==> config.mk <==
export PLATFORM = sky130hd
export DESIGN_NAME = etapa_resultado_alu_flat
export DESIGN_NICKNAME = d
export VERILOG_FILES = /design/src/rtl/etapa_resultado_alu_pkg.sv /design/src/rtl/etapa_resultado_alu_if.sv /design/src/rtl/etapa_resultado_alu_fifo.sv /design/src/rtl/etapa_resultado_alu.sv /design/src/flat_wrapper.sv
export SDC_FILE = /design/constraint.sdc
export NUM_CORES = 1
export LEC_CHECK = 0
export ABC_AREA = 1
export BUFFER_PORTS_ARGS = -buffer_cell sky130_fd_sc_hd__buf_4
export CAP_MARGIN = 15
export CORE_MARGIN = 3
export CORE_UTILIZATION = 26
export DETAILED_ROUTE_END_ITERATION = 8
export PLACE_DENSITY_LB_ADDON = 0.12
export SYNTH_ARGS = -nofsm -noshare
export SYNTH_HDL_FRONTEND = slang
export SYNTH_SLANG_ARGS = --single-unit
==> constraint.sdc <==
create_clock -name clk -period 4.59 [get_ports clk]
set_clock_uncertainty 0.2 [all_clocks]
set_input_delay 0.918 -clock clk [delete_from_list [all_inputs] [get_ports clk]]
set_output_delay 0.918 -clock clk [all_outputs]
set_load 0.01 [all_outputs]
==> src/rtl/etapa_resultado_alu_pkg.sv <==
// alu_pkg: shared definitions for the ALU result stage.
//   - alucontrol encodings (SUMA/RESTA/AND/OR)
//   - flag bit positions inside a packed {N,Z,C,V} nibble
//   - entrada_resultado_t: one buffered entry at the default widths
//   - empaquetar_banderas(): builds the {N,Z,C,V} nibble from loose flags
package alu_pkg;

    localparam int RES_W  = 32;
    localparam int DEST_W = 5;
    localparam int BAN_W  = 4;

    localparam logic [1:0] SUMA  = 2'b00;
    localparam logic [1:0] RESTA = 2'b01;
    localparam logic [1:0] AND   = 2'b10;
    localparam logic [1:0] OR    = 2'b11;

    localparam int BAN_N = 3;
    localparam int BAN_Z = 2;
    localparam int BAN_C = 1;
    localparam int BAN_V = 0;

    typedef struct packed {
        logic [RES_W-1:0]  resultado;
        logic [DEST_W-1:0] destino;
        logic [BAN_W-1:0]  banderas;
    } entrada_resultado_t;

    function automatic logic [BAN_W-1:0] empaquetar_banderas(
        input logic n, input logic z, input logic c, input logic v);
        logic [BAN_W-1:0] b;
        b        = '0;
        b[BAN_N] = n;
        b[BAN_Z] = z;
        b[BAN_C] = c;
        b[BAN_V] = v;
        return b;
    endfunction

endpackage

==> src/rtl/etapa_resultado_alu_if.sv <==
// Bus between the ALU, the result stage and writeback.
//   slave  : seen by the stage (takes ALU inputs and salida_lista, drives the rest)
//   master : seen by the environment (ALU + writeback side)
interface etapa_resultado_alu_if #(
    parameter int n          = 32,
    parameter int ANCHO_DEST = 5
);
    logic                  entrada_valida;
    logic                  entrada_lista;
    logic [n-1:0]          resultado;
    logic                  carry;
    logic                  cero;
    logic                  negativo;
    logic                  desbordamiento;
    logic [ANCHO_DEST-1:0] destino;
    logic                  actualizar_banderas;
    logic                  vaciar;
    logic                  salida_valida;
    logic                  salida_lista;
    logic [n-1:0]          salida_resultado;
    logic [ANCHO_DEST-1:0] salida_destino;
    logic [3:0]            salida_banderas;
    logic [3:0]            banderas;
    logic [1:0]            ocupacion;

    modport slave (
        input  entrada_valida, resultado, carry, cero, negativo, desbordamiento,
               destino, actualizar_banderas, vaciar, salida_lista,
        output entrada_lista, salida_valida, salida_resultado, salida_destino,
               salida_banderas, banderas, ocupacion
    );

    modport master (
        output entrada_valida, resultado, carry, cero, negativo, desbordamiento,
               destino, actualizar_banderas, vaciar, salida_lista,
        input  entrada_lista, salida_valida, salida_resultado, salida_destino,
               salida_banderas, banderas, ocupacion
    );
endinterface

==> src/rtl/etapa_resultado_alu_fifo.sv <==
// fifo_dos_entradas: generic 2-deep synchronous FIFO.
//   clk, rst : clock, synchronous active-high reset
//   push/din : write din at the tail (ignored when full)
//   pop      : drop the head (ignored when empty)
//   flush    : empty the FIFO; beats push/pop
//   dout     : head entry (undefined content when empty)
//   cuenta   : entries held, 0..2
module fifo_dos_entradas #(
    parameter int ANCHO = 8
) (
    input  logic             clk,
    input  logic             rst,
    input  logic             push,
    input  logic             pop,
    input  logic             flush,
    input  logic [ANCHO-1:0] din,
    output logic [ANCHO-1:0] dout,
    output logic [1:0]       cuenta
);
    logic [ANCHO-1:0] mem_q [2];
    logic [ANCHO-1:0] mem_d [2];
    logic             wr_ptr_q, wr_ptr_d;
    logic             rd_ptr_q, rd_ptr_d;
    logic [1:0]       cuenta_q, cuenta_d;
    logic             push_ok, pop_ok;

    assign push_ok = push && (cuenta_q != 2'd2);
    assign pop_ok  = pop  && (cuenta_q != 2'd0);

    always_comb begin
        mem_d    = mem_q;
        wr_ptr_d = wr_ptr_q;
        rd_ptr_d = rd_ptr_q;
        cuenta_d = cuenta_q;
        if (flush) begin
            wr_ptr_d = 1'b0;
            rd_ptr_d = 1'b0;
            cuenta_d = 2'd0;
        end else begin
            if (push_ok) begin
                mem_d[wr_ptr_q] = din;
                wr_ptr_d        = ~wr_ptr_q;
            end
            if (pop_ok)
                rd_ptr_d = ~rd_ptr_q;
            cuenta_d = cuenta_q + {1'b0, push_ok} - {1'b0, pop_ok};
        end
    end

    always_ff @(posedge clk) begin
        if (rst) begin
            wr_ptr_q <= 1'b0;
            rd_ptr_q <= 1'b0;
            cuenta_q <= 2'd0;
        end else begin
            wr_ptr_q <= wr_ptr_d;
            rd_ptr_q <= rd_ptr_d;
            cuenta_q <= cuenta_d;
        end
    end

    // Storage needs no reset: cuenta gates whether it is ever observed.
    always_ff @(posedge clk) begin
        mem_q <= mem_d;
    end

    assign dout   = mem_q[rd_ptr_q];
    assign cuenta = cuenta_q;

endmodule

==> src/rtl/etapa_resultado_alu.sv <==
// etapa_resultado_alu: execute-to-writeback stage behind the ALU.
//   clk, rst : clock, synchronous active-high reset
//   bus      : slave side of etapa_resultado_alu_if
//              in : entrada_valida, resultado, flags, destino, actualizar_banderas,
//                   vaciar, salida_lista
//              out: entrada_lista, salida_* head entry, banderas (NZCV), ocupacion
// ALU results are queued in a 2-entry FIFO and handed to writeback in order.
// The architectural NZCV register is written when an entry is accepted.
module etapa_resultado_alu
    import alu_pkg::*;
#(
    parameter int n          = RES_W,
    parameter int ANCHO_DEST = DEST_W
) (
    input  logic                  clk,
    input  logic                  rst,
    etapa_resultado_alu_if.slave  bus
);
    typedef struct packed {
        logic [n-1:0]          resultado;
        logic [ANCHO_DEST-1:0] destino;
        logic [BAN_W-1:0]      banderas;
    } entrada_t;

    entrada_t         ent, cab;
    logic [1:0]       cuenta;
    logic             push, pop, valida;
    logic [BAN_W-1:0] flags_in;
    logic [BAN_W-1:0] banderas_q, banderas_d;

    assign flags_in = empaquetar_banderas(bus.negativo, bus.cero, bus.carry,
                                          bus.desbordamiento);

    // Ready depends only on registered occupancy, never on salida_lista, so a
    // full buffer refuses input even in a cycle where it drains.
    assign bus.entrada_lista = !rst && !bus.vaciar && (cuenta != 2'd2);
    assign push   = bus.entrada_valida && bus.entrada_lista;
    assign valida = (cuenta != 2'd0);
    assign pop    = valida && bus.salida_lista;

    assign ent.resultado = bus.resultado;
    assign ent.destino   = bus.destino;
    assign ent.banderas  = flags_in;

    fifo_dos_entradas #(
        .ANCHO ($bits(entrada_t))
    ) u_fifo (
        .clk    (clk),
        .rst    (rst),
        .push   (push),
        .pop    (pop),
        .flush  (bus.vaciar),
        .din    (ent),
        .dout   (cab),
        .cuenta (cuenta)
    );

    always_comb begin
        banderas_d = banderas_q;
        if (push && bus.actualizar_banderas)
            banderas_d = flags_in;
    end

    always_ff @(posedge clk) begin
        if (rst) banderas_q <= '0;
        else     banderas_q <= banderas_d;
    end

    // Head fields are zeroed while empty so stale storage never leaks out.
    assign bus.salida_valida    = valida;
    assign bus.salida_resultado = valida ? cab.resultado : '0;
    assign bus.salida_destino   = valida ? cab.destino   : '0;
    assign bus.salida_banderas  = valida ? cab.banderas  : '0;
    assign bus.banderas         = banderas_q;
    assign bus.ocupacion        = cuenta;

endmodule
==> src/flat_wrapper.sv <==
// flat-port wrapper written by rule: the top's interface ports become plain ports
module etapa_resultado_alu_flat import alu_pkg::*;
#(
    parameter int n          = RES_W,
    parameter int ANCHO_DEST = DEST_W
)
  (clk, rst, bus_entrada_valida, bus_resultado, bus_carry, bus_cero, bus_negativo, bus_desbordamiento, bus_destino, bus_actualizar_banderas, bus_vaciar, bus_salida_lista, bus_entrada_lista, bus_salida_valida, bus_salida_resultado, bus_salida_destino, bus_salida_banderas, bus_banderas, bus_ocupacion);
  etapa_resultado_alu_if #(.n(n), .ANCHO_DEST(ANCHO_DEST)) bus_i ();
  input  logic clk;
  input  logic rst;
  input wire logic [$bits(bus_i.entrada_valida)-1:0] bus_entrada_valida;
  input wire logic [$bits(bus_i.resultado)-1:0] bus_resultado;
  input wire logic [$bits(bus_i.carry)-1:0] bus_carry;
  input wire logic [$bits(bus_i.cero)-1:0] bus_cero;
  input wire logic [$bits(bus_i.negativo)-1:0] bus_negativo;
  input wire logic [$bits(bus_i.desbordamiento)-1:0] bus_desbordamiento;
  input wire logic [$bits(bus_i.destino)-1:0] bus_destino;
  input wire logic [$bits(bus_i.actualizar_banderas)-1:0] bus_actualizar_banderas;
  input wire logic [$bits(bus_i.vaciar)-1:0] bus_vaciar;
  input wire logic [$bits(bus_i.salida_lista)-1:0] bus_salida_lista;
  output wire logic [$bits(bus_i.entrada_lista)-1:0] bus_entrada_lista;
  output wire logic [$bits(bus_i.salida_valida)-1:0] bus_salida_valida;
  output wire logic [$bits(bus_i.salida_resultado)-1:0] bus_salida_resultado;
  output wire logic [$bits(bus_i.salida_destino)-1:0] bus_salida_destino;
  output wire logic [$bits(bus_i.salida_banderas)-1:0] bus_salida_banderas;
  output wire logic [$bits(bus_i.banderas)-1:0] bus_banderas;
  output wire logic [$bits(bus_i.ocupacion)-1:0] bus_ocupacion;
  assign bus_i.entrada_valida = bus_entrada_valida;
  assign bus_i.resultado = bus_resultado;
  assign bus_i.carry = bus_carry;
  assign bus_i.cero = bus_cero;
  assign bus_i.negativo = bus_negativo;
  assign bus_i.desbordamiento = bus_desbordamiento;
  assign bus_i.destino = bus_destino;
  assign bus_i.actualizar_banderas = bus_actualizar_banderas;
  assign bus_i.vaciar = bus_vaciar;
  assign bus_i.salida_lista = bus_salida_lista;
  assign bus_entrada_lista = bus_i.entrada_lista;
  assign bus_salida_valida = bus_i.salida_valida;
  assign bus_salida_resultado = bus_i.salida_resultado;
  assign bus_salida_destino = bus_i.salida_destino;
  assign bus_salida_banderas = bus_i.salida_banderas;
  assign bus_banderas = bus_i.banderas;
  assign bus_ocupacion = bus_i.ocupacion;
  etapa_resultado_alu #(.n(n), .ANCHO_DEST(ANCHO_DEST)) u_core (.clk(clk), .rst(rst), .bus(bus_i));
endmodule
# ---- Yosys cells after proc, flatten, opt, wreduce, memory -nomap -nowiden
# Cells that the tools add are included.
dict set report classes {
  n_addsub 2
  order_cmp 3
  n_eq_ne 1
  mux 9
  n_bitwise 5
  n_reduce_logical 13
}
# op n
set ops {}
lappend ops {{$mux 41} 4}
lappend ops {{$bwmux 82} 1}
lappend ops {{$demux 41 s1} 1}
lappend ops {{$mux 32} 1}
lappend ops {{$logic_and 1x1->1} 8}
lappend ops {{$mux 5} 1}
lappend ops {{$ge 2x2->1 const B} 2}
lappend ops {{$mux 4} 1}
lappend ops {{$not 1->2} 2}
lappend ops {{$not 1->1} 3}
lappend ops {{$add 2x1->2} 1}
lappend ops {{$logic_not 1->1} 2}
lappend ops {{$lt 2x1->1 const B} 1}
lappend ops {{$ne 2x2->1 const B} 1}
lappend ops {{$reduce_and 2->1} 1}
lappend ops {{$reduce_bool 2->1} 1}
lappend ops {{$reduce_or 2->1} 1}
lappend ops {{$sub 2x1->2} 1}
dict set report word_totals {
  ff_bits 90
  out_inout_bits 49
  elab_cells 39
}

# ---- Longest topological paths before layout
# Gate-level depths: netlist of the first run.
dict set report logic_depth {
  ltp_word 7
  mapped_depth 9
  depth_no_buf 9
}

# ---- Modules after synthesis
# From an unflattened synthesis of the first run, not the netlist that was laid out.
dict set report hier_totals {
  cells_unflattened 284
  hier_area_um2 3952.5
}
# module n_inst cells_per_inst area_per_inst_um2
set by_module_without_submodules {}
lappend by_module_without_submodules {fifo_dos_entradas 1 163 3383.2}
lappend by_module_without_submodules {etapa_resultado_alu 1 121 569.3}

# ---- Least setup slack after synthesis of the first run
# Ideal clock, no wire load.
dict set report synth_path {
  path_kind {input to register}
  from {input port bus_vaciar}
  to {register u_core.u_fifo.mem_q[41] (netlist bit), enable pin}
  arrival_ns 2.936
  required_time_ns 3.951
  slack_ns 1.015
  path_stages 3
  path_buffers 0
  cell_sequence {nor2_4 > nand3_2 > nor2_1}
}
dict set report synth_between {
  elab_chain_len 6
  elab_cells_between_ends 7
}
# item line
set synth_lines {}
lappend synth_lines {{start: declaration} flat_wrapper.sv:19} ;# input wire logic [$bits(bus_i.vaciar)-1:0] bus_vaciar;
lappend synth_lines {{$logic_not 1->1} etapa_resultado_alu.sv:36} ;# assign bus.entrada_lista = !rst && !bus.vaciar && (cuenta != 2'd2);
lappend synth_lines {{$logic_and 1x1->1 (2 in a row)} etapa_resultado_alu.sv:36}
lappend synth_lines {{$logic_and 1x1->1} etapa_resultado_alu.sv:37} ;# assign push = bus.entrada_valida && bus.entrada_lista;
lappend synth_lines {{$logic_and 1x1->1} etapa_resultado_alu_fifo.sv:27} ;# assign push_ok = push && (cuenta_q != 2'd2);
lappend synth_lines {{$reduce_and 2->1 (no source line) (*)} --}
lappend synth_lines {{end signal: assignment} etapa_resultado_alu_fifo.sv:64} ;# mem_q <= mem_d;
lappend synth_lines {{end: declaration} etapa_resultado_alu_fifo.sv:20} ;# logic [ANCHO-1:0] mem_q [2];
# Every way passes the cells marked *; elsewhere a longest branch is shown, timed or not.
# A chain may end at the register's enable or synchronous reset.

# ---- Final worst setup path of the first run
dict set report layout_path {
  from {register u_core.u_fifo.rd_ptr_q}
  to {output port bus_salida_resultado[4]}
}
dict set report layout_between {
  elab_chain_len 5
}
# item line
set layout_lines {}
lappend layout_lines {{start: declaration} etapa_resultado_alu_fifo.sv:23} ;# logic rd_ptr_q, rd_ptr_d;
lappend layout_lines {{start signal: assignment} etapa_resultado_alu_fifo.sv:57} ;# rd_ptr_q <= rd_ptr_d;
lappend layout_lines {{$not 1->2 (implied by the code)} etapa_resultado_alu_fifo.sv:67} ;# assign dout = mem_q[rd_ptr_q];
lappend layout_lines {{$mux 41 (implied by the code) (3 in a row)} etapa_resultado_alu_fifo.sv:67}
lappend layout_lines {{$mux 32} etapa_resultado_alu.sv:71} ;# assign bus.salida_resultado = valida ? cab.resultado : '0;
lappend layout_lines {{end: declaration} flat_wrapper.sv:23} ;# output wire logic [$bits(bus_i.salida_resultado)-1:0] bus_salida_resultado;
# Every way passes these cells. The select of a mux whose other input is x is not followed.

==> results of run 1 <==
[through the flow]
stage                     utilization  hold slack, ns  cell area (um^2)  std cells  power, W
after floorplan                     -           0.333              3490        278  0.000970
after global placement          0.341           0.301              4390        536   0.00104
after detailed placement        0.341           0.310              4390        536   0.00104
after CTS                       0.363           0.324              4670        552   0.00174
after global routing            0.364           0.353              4690        553   0.00178
final                           0.364           0.321              4690        553   0.00171
[routing by layer]
metal | vias up | wire length [um] | GRT usage
met5 | - | 0 | 0
met3 | 11 | 462 | 0.0292
met4 | 0 | 159 | 0.0588
met1 | 989 | 3360 | 0.137
li1 | 1145 | - | -
met2 | 62 | 3820 | 0.166
[state kept, by name, summed over array words and instances, names as in the netlist]
signal,flops
u_core.bus.banderas,4
u_core.u_fifo.cuenta,2
u_core.u_fifo.mem_q,82
u_core.u_fifo.rd_ptr_q,1
u_core.u_fifo.wr_ptr_q,1
[cell families (layout without fill, tap and decap cells)]
family | count (synthesis) | after routing
AND/OR/NAND/NOR | 111 | 111
adder cells (fa/ha/maj) | 2 | 2
AO/OA/AOI/OAI | 45 | 45
flip-flops | 90 | 90
XOR/XNOR | 1 | 1
buffers and inverters | 29 | 132
[worst max-delay path: cells and delay by family, from the launching register on]
kind	cells	cell delay, ns
AO/OA/AOI/OAI	1	0.25
AND/OR/NAND/NOR	1	0.11
buffers and inverters	3	1.03
flip-flops	1	0.31
[cell usage in the layout (no fill, tap or decap)]
cell / Yosys / layout
edfxtp_1: 82 / 82
buf_4: 1 / 99
inv_1: 14 / 14
nor3_2: 1 / 1
nand2_1: 93 / 93
inv_2: 1 / 1
xnor2_1: 1 / 1
clkbuf_16: 0 / 9
nand3_2: 1 / 1
clkinv_1: 1 / 3
clkbuf_1: 0 / 3
nand2_2: 1 / 1
dfxtp_1: 8 / 7
o21ai_1: 1 / 1
nor2_1: 10 / 9
clkinv_2: 0 / 1
a21oi_2: 1 / 1
buf_12: 0 / 1
a21oi_1: 43 / 43
ha_1: 2 / 2
nand4_4: 1 / 1
nor2_4: 3 / 5
dfxtp_2: 0 / 1
bufinv_16: 0 / 1
[path summary, 6_finish.rpt]
kind	cells after the start	startpoint	slack [ns]	end
setup / recovery	5	u_core.u_fifo.rd_ptr_q	1.43	bus_salida_resultado[4]
hold / removal	4	u_core.bus.banderas[2]	0.32	u_core.bus.banderas[2]
setup reg to reg	5	u_core.u_fifo.cuenta[0]	2.35	u_core.u_fifo.mem_q[77]
hold reg to reg	4	u_core.bus.banderas[2]	0.32	u_core.bus.banderas[2]
[area by class of cell]
type	count	area (um^2)	share of cell area
Multi-Input combinational cell	159	749	0.160
Inverter	16	60.1	0.0128
Clock inverter	4	42.5	0.00907
Clock buffer	12	236	0.0504
Timing Repair Buffer	100	763	0.163
Sequential cell	90	2620	0.559
Tap cell	172	215	0.0459
[power breakdown]
group	internal, W	switching (W)	total [W]
registers	0.000910	0.00000428	0.000914
logic	0.0000507	0.0000537	0.000104
clock network	0.000418	0.000275	0.000692
total	0.00138	0.000333	0.00171
==> qor.csv, run 1 <==
metric,value,unit
yosys.area_share.xor_xnor,0.00251,
min_period,3.16,ns
cts_resized,0,
root_buffer,clkbuf_16,
cts_hold_buf,0,
synth_most_common_cell,nand2_1,
viasPerCell,3.99,
clk_pin_slew,0.06,ns
grt_pass1_vias,2156,
setup_viol,0,
grt_max_degree,45,
yosys.area.top_type,edfxtp_1,
slowest_delay,0.58,ns
area_delta_synth_final,34.5,%
cp_max_fo,44,
wl_per_cell,14.1,um
worstSetupEndpointType,output port,
fin_crit_sh,0.688,
cpMostUsedCell,buf_4,
hpwl,5060,um
rsz0062_at_grt,false,
synth_edf_count,82,
synthTopCellsByCount,"93 x nand2_1, 82 x edfxtp_1, 43 x a21oi_1, 14 x inv_1, 12 x buf_2",
syn_inst,278,
synth_area_leaders,"edfxtp_1 71%, nand2_1 10%, a21oi_1 6.2%",
grt_pass1_wl,11900,um
drt_wl_total,7810,um
final.setup.worst_slack,1.43,ns
synth-simple-area-share,0.136,
async_reset_ff_frac,0,
num-nets-final,425,
synth_ff_type,edfxtp_1,
ant_nets,0,
p_per_area,365,nW/um^2
timing.fmax,317,MHz
placementRows,41,
hold_viol,0,
die_area,14800,um^2
grt_util_all_layers,0.108,
drv_slew,0,
dr.pass1.iters,4,
syn_area,3490,um^2
tightest_slew,0.698,ns
io_pins,96,
post-cts-setup-buffers,0,
num-fill-cells,1284,
clkSinkCount,90,
cts_buffer_depth,2,
slowest_stage,inv_2,
coreArea,12900,um^2
cp_cell_sequence,buf_4 > inv_2 > nand2_1 > a21oi_1 > buf_4,
hold_class,reg2reg,
ir_worst_vdd,0.137,mV
maxCapViolCount,0,
cts_tree,built,
synth_top_family_by_area,simple AND/OR/NAND/NOR gates,
start_util,0.271,
relSlewSlack,0.534,
yosysWarnings,0,
worst_ep_required_time,3.47,ns
antenna_found_initial,0,
layout-drive-gt1-share,0.323,
p_leak,1.86,nW
yosysSeqAreaShare,0.752,
startpoint_type,flip-flop,
yosys_register_bits,90,
clkLatencyLatePin,0.33,ns
yosysTopAreaCellShare,0.706,
synthAdderAreaFrac,0.00718,
die_h,122,um
cts_inserted_buffers,9,
synth_cell_types,20,
worst-setup-path-type,reg2out,
synthesis.nets,327,
gp_congestion,0.679,
die-width,122,um
arrival,2.04,ns
place_ws,1.67,ns
drc,0,
avgSynthCellArea,12.5,um^2
diodes,0,
htree_levels,3,
muxShareOfSynthArea,0,
synth-compound-area-share,0.0657,
status,"finished, final reports clean",
tns,0,ns
grt_overflow,0,
io_buffers,95,
vias,2207,
drt_iter0_markers,158,
No activity file was read; power rests on OpenSTA's default activity.
==> inputs of run 2 (changes only) <==
==> constraint.sdc (replaced) <==
create_clock -name clk -period 2.83 [get_ports clk]
set_clock_uncertainty 0.2 [all_clocks]
set_input_delay 0.566 -clock clk [delete_from_list [all_inputs] [get_ports clk]]
set_output_delay 0.566 -clock clk [all_outputs]
set_load 0.01 [all_outputs]
==> run 2 against run 1 <==
Net effect:
- via count up 4.4%
- worst hold slack got worse by 0.10 ns
- global-route usage grew 0.12 points
- flip-flop and latch count stayed put
- cell count grew 0.18%
- clock power is 84% higher
- first-iteration DRC count down 20%
- critical path type unchanged
==> qor.csv, run 2 (same netlist as run 1, synthesis figures left out) <==
metric,value,unit,change
die_h,122,um,unchanged
regMostFlops,u_core.u_fifo.mem_q,,
met2_usage,0.174,,+0.00794
worstSetupEndpointType,output port,,
slowest_delay,0.42,ns,-0.16 ns
place_ws,0.697,ns,-0.976 ns
ir_worst_vdd,0.203,mV,+47%
die_area,14800,um^2,unchanged
maxCapViolCount,0,,unchanged
grt_pass1_wl,11900,um,+0.23%
hold_class,in2reg,,
use_met3,0.0348,,+0.00557
drv_slew,0,,unchanged
fin_crit_sh,0.866,,
area_delta_synth_final,36.7,%,
num-nets-final,426,,+0.24%
grt_overflow,0,,unchanged
arrival,1.68,ns,-0.36 ns
coreArea,12900,um^2,unchanged
ant_nets,0,,unchanged
clk_pin_slew,0.06,ns,about the same
cts_tree,built,,
grt_max_degree,44,,-2.2%
status,"finished, final reports clean",,
power,0.00292,W,+71%
clkLatencyLatePin,0.33,ns,about the same
startpoint_type,flip-flop,,
final.setup.worst_slack,0.380,ns,-1.05 ns
tightest_slew,0.521,ns,-0.177 ns
start_util,0.271,,unchanged
pwr-share-clk,0.434,,+0.029
cp_max_fo,15,,-66%
antenna_found_initial,0,,unchanged
slowest_stage,nor2_4,,
final_area,4770,um^2,+1.7%
p_per_area,613,nW/um^2,+68%
seq_power_share,0.507,,-0.027
p_comb_frac,0.059,,-0.002
viasPerCell,4.16,,+4.2%
io_buffers,95,,unchanged
layout-drive-gt1-share,0.330,,+0.00701
cpMostUsedCell,buf_4,,
grt_pass1_vias,2228,,+3.3%
cts_buffer_depth,2,,unchanged
final_cell_count_no_fill,554,,+0.18%
p_leak,1.89,nW,+1.6%
min_period,2.45,ns,
rsz0062_at_grt,false,,
relSlewSlack,0.652,,+0.118
io_pins,96,,unchanged
placementRows,41,,unchanged
cts_hold_buf,0,,unchanged
tns,0,ns,unchanged
root_buffer,clkbuf_16,,
final_common_cell,buf_4,,
die-width,122,um,unchanged
dpl_cell_area,4440,um^2,+1.2%
post-cts-setup-buffers,0,,unchanged
vias,2304,,+4.4%
wl_per_cell,14.5,um,+2.5%
final_cell_mix,"98 x buf_4, 93 x nand2_1, 82 x edfxtp_1, 43 x a21oi_1, 14 x inv_1",,
largest_reg_flops,82,,unchanged
cp_cell_sequence,nor2_4 > buf_4 > a21oi_1 > buf_4,,
cts_resized,0,,unchanged
cts_inserted_buffers,9,,unchanged
htree_levels,3,,unchanged
drt_iter0_markers,127,,-20%
grt_util_all_layers,0.109,,+0.00118
drt_wl_total,8020,um,+2.7%
diodes,0,,unchanged
gp_congestion,0.652,,-4.0%
switching_share,0.185,,-0.00914
worst-setup-path-type,reg2out,,
dr.pass1.iters,4,,unchanged
dp_cells,538,,+0.37%
grt.busiest_layer,met2,,
setup_viol,0,,unchanged
worst_ep_required_time,2.06,ns,-1.41 ns
hpwl,4990,um,-1.4%
clkSinkCount,90,,unchanged
grt_use_met1,0.135,,-0.00249
hold_viol,0,,unchanged
p_switching,0.000541,W,+63%
p_int,0.00238,W,+73%
timing.fmax,408,MHz,
drc,0,,unchanged
-- run 2: layer usage --
layer  wire length (um)  part of all wire  up-vias
li1                   -                 -     1150
met1               3430              0.43     1082
met2               3960              0.49       63
met3                509             0.063        9
met4                124             0.015        0
met5                  0                 0        -
-- run 2: path summary, 6_finish.rpt --
check	slack, ns	depth (start not counted)	endpoint	start
min	0.22	1	u_core.u_fifo.mem_q[75]	bus_resultado[25]
min reg2reg	0.32	4	u_core.bus.banderas[3]	u_core.bus.banderas[3]
max	0.38	4	bus_salida_resultado[7]	u_core.u_fifo.cuenta[1]
max reg2reg	0.99	7	u_core.u_fifo.cuenta[0]	u_core.u_fifo.cuenta[1]
-- run 2: through the flow --
step	utilization	hold slack (ns)
2_1_floorplan	-	0.333
3_3_place_gp	0.345	0.301
3_5_place_dp	0.345	0.311
4_1_cts	0.370	0.201
5_1_grt	0.370	0.200
6_report	0.370	0.217
-- run 2: final cells by class --
type	instances	area (um^2)
fillers	1269	8110
flip-flops and latches	90	2620
repair buffers	101	796
multi-input cells	159	749
clock buffers	14	264
well taps	172	215
clock inverters	2	60.1
inverters	16	60.1
-- run 2: worst max-delay path: cells and delay by family, from the launching register on --
kind,cells,cell delay (ns)
flip-flops,1,0.38
buffers and inverters,2,0.47
AND/OR/NAND/NOR,1,0.42
AO/OA/AOI/OAI,1,0.09
-- run 2: power by group through the flow --
stage          registers (W)  logic (W)  clock network [W]
2_1_floorplan        0.00151  0.0000609                  0
3_3_place_gp         0.00151   0.000174                  0
3_5_place_dp         0.00151   0.000177                  0
4_1_cts              0.00148   0.000177            0.00131
5_1_grt              0.00148   0.000191            0.00137
6_report             0.00148   0.000171            0.00127
==> inputs of run 3 (changes only) <==
--- a/config.mk
+++ b/config.mk
@@ -9,9 +9,10 @@
 export BUFFER_PORTS_ARGS = -buffer_cell sky130_fd_sc_hd__buf_4
 export CAP_MARGIN = 15
 export CORE_MARGIN = 3
-export CORE_UTILIZATION = 26
+export CORE_UTILIZATION = 48
 export DETAILED_ROUTE_END_ITERATION = 8
 export PLACE_DENSITY_LB_ADDON = 0.12
 export SYNTH_ARGS = -nofsm -noshare
 export SYNTH_HDL_FRONTEND = slang
+export SYNTH_HIERARCHICAL = 1
 export SYNTH_SLANG_ARGS = --single-unit
==> run 3 against run 2 <==
Net effect:
- global-route usage is 3.5 points higher
- count of clock-buffer cells in the layout down 1
- fmax decreased by 4.3%
- utilization rose by 26 points
- largest cell class unchanged
- sequential share of layout area is 2.0 points lower
- via count fell by 3.0%
==> qor.csv, run 3 <==
metric,value,unit,change
synth_cell_types,21,,+5.0%
io_buffers,95,,unchanged
htree_levels,3,,unchanged
area_delta_synth_final,25.2,%,
dr.pass1.iters,5,,+1
grt_util_all_layers,0.144,,+0.0348
num-nets-final,436,,+2.3%
die_area,9360,um^2,-37%
worst-setup-path-type,reg2out,,
final_util,0.631,,+0.260
synth_area_leaders,"edfxtp_1 62%, mux2_4 14%, nor2_1 5.5%",,
largest_reg_flops,82,,unchanged
p_leak,2.16,nW,+15%
yosysWarnings,6,,+6
cts_resized,0,,unchanged
syn_inst,284,,+2.2%
use_met3,0.0461,,+0.0113
cts_hold_buf,0,,unchanged
cts_tree,built,,
layout-drive-gt1-share,0.411,,+0.0809
drt_iter0_markers,75,,-41%
hold_start,bus_resultado[1],,
fin_crit_sh,0.905,,+0.0394
hpwl,4480,um,-10%
ant_nets,0,,unchanged
final_area,4950,um^2,+3.8%
wl_per_cell,13.3,um,-8.2%
r2r-start,u_core/u_fifo/cuenta[0],,
p_per_area,488,nW/um^2,-20%
drv_slew,0,,unchanged
hold_viol,0,,unchanged
synth_ff_type,edfxtp_1,,
antenna_found_initial,0,,unchanged
clkLatencyLatePin,0.33,ns,about the same
diodes,0,,unchanged
p_comb_frac,0.057,,-0.002
final_cell_count_no_fill,494,,-11%
final_common_cell,buf_4,,
grt_use_met1,0.173,,+0.0386
switching_share,0.193,,+0.00806
synthTopCellsByCount,"82 x edfxtp_1, 58 x nor2_1, 55 x inv_1, 38 x mux2_4, 16 x nand2_1",,
relSlewSlack,0.744,,+0.0915
avgSynthCellArea,13.9,um^2,+11%
cts_inserted_buffers,9,,unchanged
pwr-share-clk,0.335,,-0.099
num-fill-cells,639,,-50%
maxCapViolCount,0,,unchanged
drc,0,,unchanged
clkSinkCount,90,,unchanged
cp_max_fo,35,,+20
io_pins,96,,unchanged
regMostFlops,u_core/u_fifo/mem_q,,
drt_wl_total,6560,um,-18%
cts_buffer_depth,2,,unchanged
worstSetupEndpointType,output port,,
setup_viol,0,,unchanged
coreArea,7850,um^2,-39%
dp_cells,478,,-11%
arrival,1.80,ns,+0.12 ns
grt_pass1_wl,10800,um,-9.5%
die_h,96.7,um,-21%
yosys.area.top_type,edfxtp_1,,
clk_pin_slew,0.09,ns,+0.03 ns
synthesis.nets,333,,+1.8%
yosysTopAreaCellShare,0.623,,-0.0832
ir_worst_vdd,0.276,mV,+36%
grt_max_degree,42,,-4.5%
die-width,96.7,um,-21%
synth_most_common_cell,edfxtp_1,,
post-cts-setup-buffers,0,,unchanged
tns,0,ns,unchanged
grt_overflow,0,,unchanged
startpoint_type,flip-flop,,
start_util,0.504,,+0.233
final_cell_mix,"99 x buf_4, 82 x edfxtp_1, 57 x nor2_1, 55 x inv_1, 38 x mux2_4",,
gp_congestion,0.733,,+12%
placementRows,32,,-22%
hold_class,in2reg,,
grt_pass1_vias,2243,,+0.67%
yosysSeqAreaShare,0.664,,-0.0886
dpl_cell_area,4770,um^2,+7.3%
p_switching,0.000467,W,-14%
p_int,0.00195,W,-18%
rsz0062_at_grt,false,,
status,"finished, final reports clean",,
cp-startpoint,u_core/u_fifo/rd_ptr_q,,
synth_edf_count,82,,unchanged
min_period,2.56,ns,+0.111 ns
root_buffer,clkbuf_8,,
worst_ep_required_time,2.06,ns,about the same
grt.busiest_layer,met2,,
tightest_slew,0.383,ns,-0.138 ns
syn_area,3950,um^2,+13%
yosys_register_bits,90,,unchanged
met2_usage,0.242,,+0.0671
seq_power_share,0.608,,+0.101
timing.fmax,390,MHz,-4.3%
viasPerCell,4.53,,+8.8%
async_reset_ff_frac,0,,unchanged
vias,2236,,-3.0%
## run 3: path summary, 6_finish.rpt
kind / slack, ns / to / depth (start not counted)
hold / removal: 0.21 / u_core/u_fifo/mem_q[10] / 1
hold reg to reg: 0.32 / u_core/bus.banderas[0] / 4
setup / recovery: 0.27 / bus_salida_resultado[18] / 5
setup reg to reg: 0.70 / u_core/u_fifo/cuenta[1] / 12
## run 3: metrics by stage
step / hold slack, ns / total power, W / setup slack, ns
4_1_cts: 0.188 / 0.00245 / 0.240
2_1_floorplan: 0.325 / 0.00155 / 0.149
3_5_place_dp: 0.314 / 0.00164 / 0.508
5_1_grt: 0.193 / 0.00251 / 0.173
6_report: 0.208 / 0.00242 / 0.269
3_3_place_gp: 0.301 / 0.00164 / 0.570
## run 3: final cells by class
type / count / area, um^2 / share of cell area
tap: 102 / 128 / 0.0258
multi-input combinational: 130 / 1030 / 0.207
clock inverter: 3 / 42.5 / 0.00860
timing repair buffer: 101 / 783 / 0.158
clock buffer: 13 / 139 / 0.0281
sequential: 90 / 2620 / 0.530
inverter: 55 / 206 / 0.0417
## run 3: power groups by stage
stage / registers [W] / logic (W) / clock network, W
global route: 0.00147 / 0.000152 / 0.000883
global placement: 0.00150 / 0.000137 / 0
finish: 0.00147 / 0.000138 / 0.000811
detailed placement: 0.00150 / 0.000140 / 0
floorplan: 0.00150 / 0.0000492 / 0
CTS: 0.00147 / 0.000141 / 0.000838
## run 3: worst max-delay path, stage by stage (launching register included)
cell and delay (ns):
dfxtp_2 0.50, buf_12 0.31, mux2_2 0.38, inv_1 0.05, nor2_1 0.04, buf_4 0.15
## run 3: layer usage
| metal | part of all wire | routed length (um) | up-vias |
|---|---|---|---|
| met1 | 0.42 | 2760 | 1038 |
| met4 | 0.0055 | 36 | 0 |
| li1 | - | - | 1136 |
| met3 | 0.064 | 420 | 5 |
| met2 | 0.51 | 3350 | 57 |
| met5 | 0 | 0 | - |
## run 3: logic make-up (layout without fill, tap and decap cells)
logic type                 Yosys count  after routing  share of synthesized area
DFF                                 90             90                      0.663
and+or+nand+nor                     85             85                     0.0918
buffers and inverters               64            172                     0.0829
muxes                               41             41                      0.153
adders and majority gates            2              2                    0.00633
AOI/OAI and AO/OA                    2              2                    0.00253
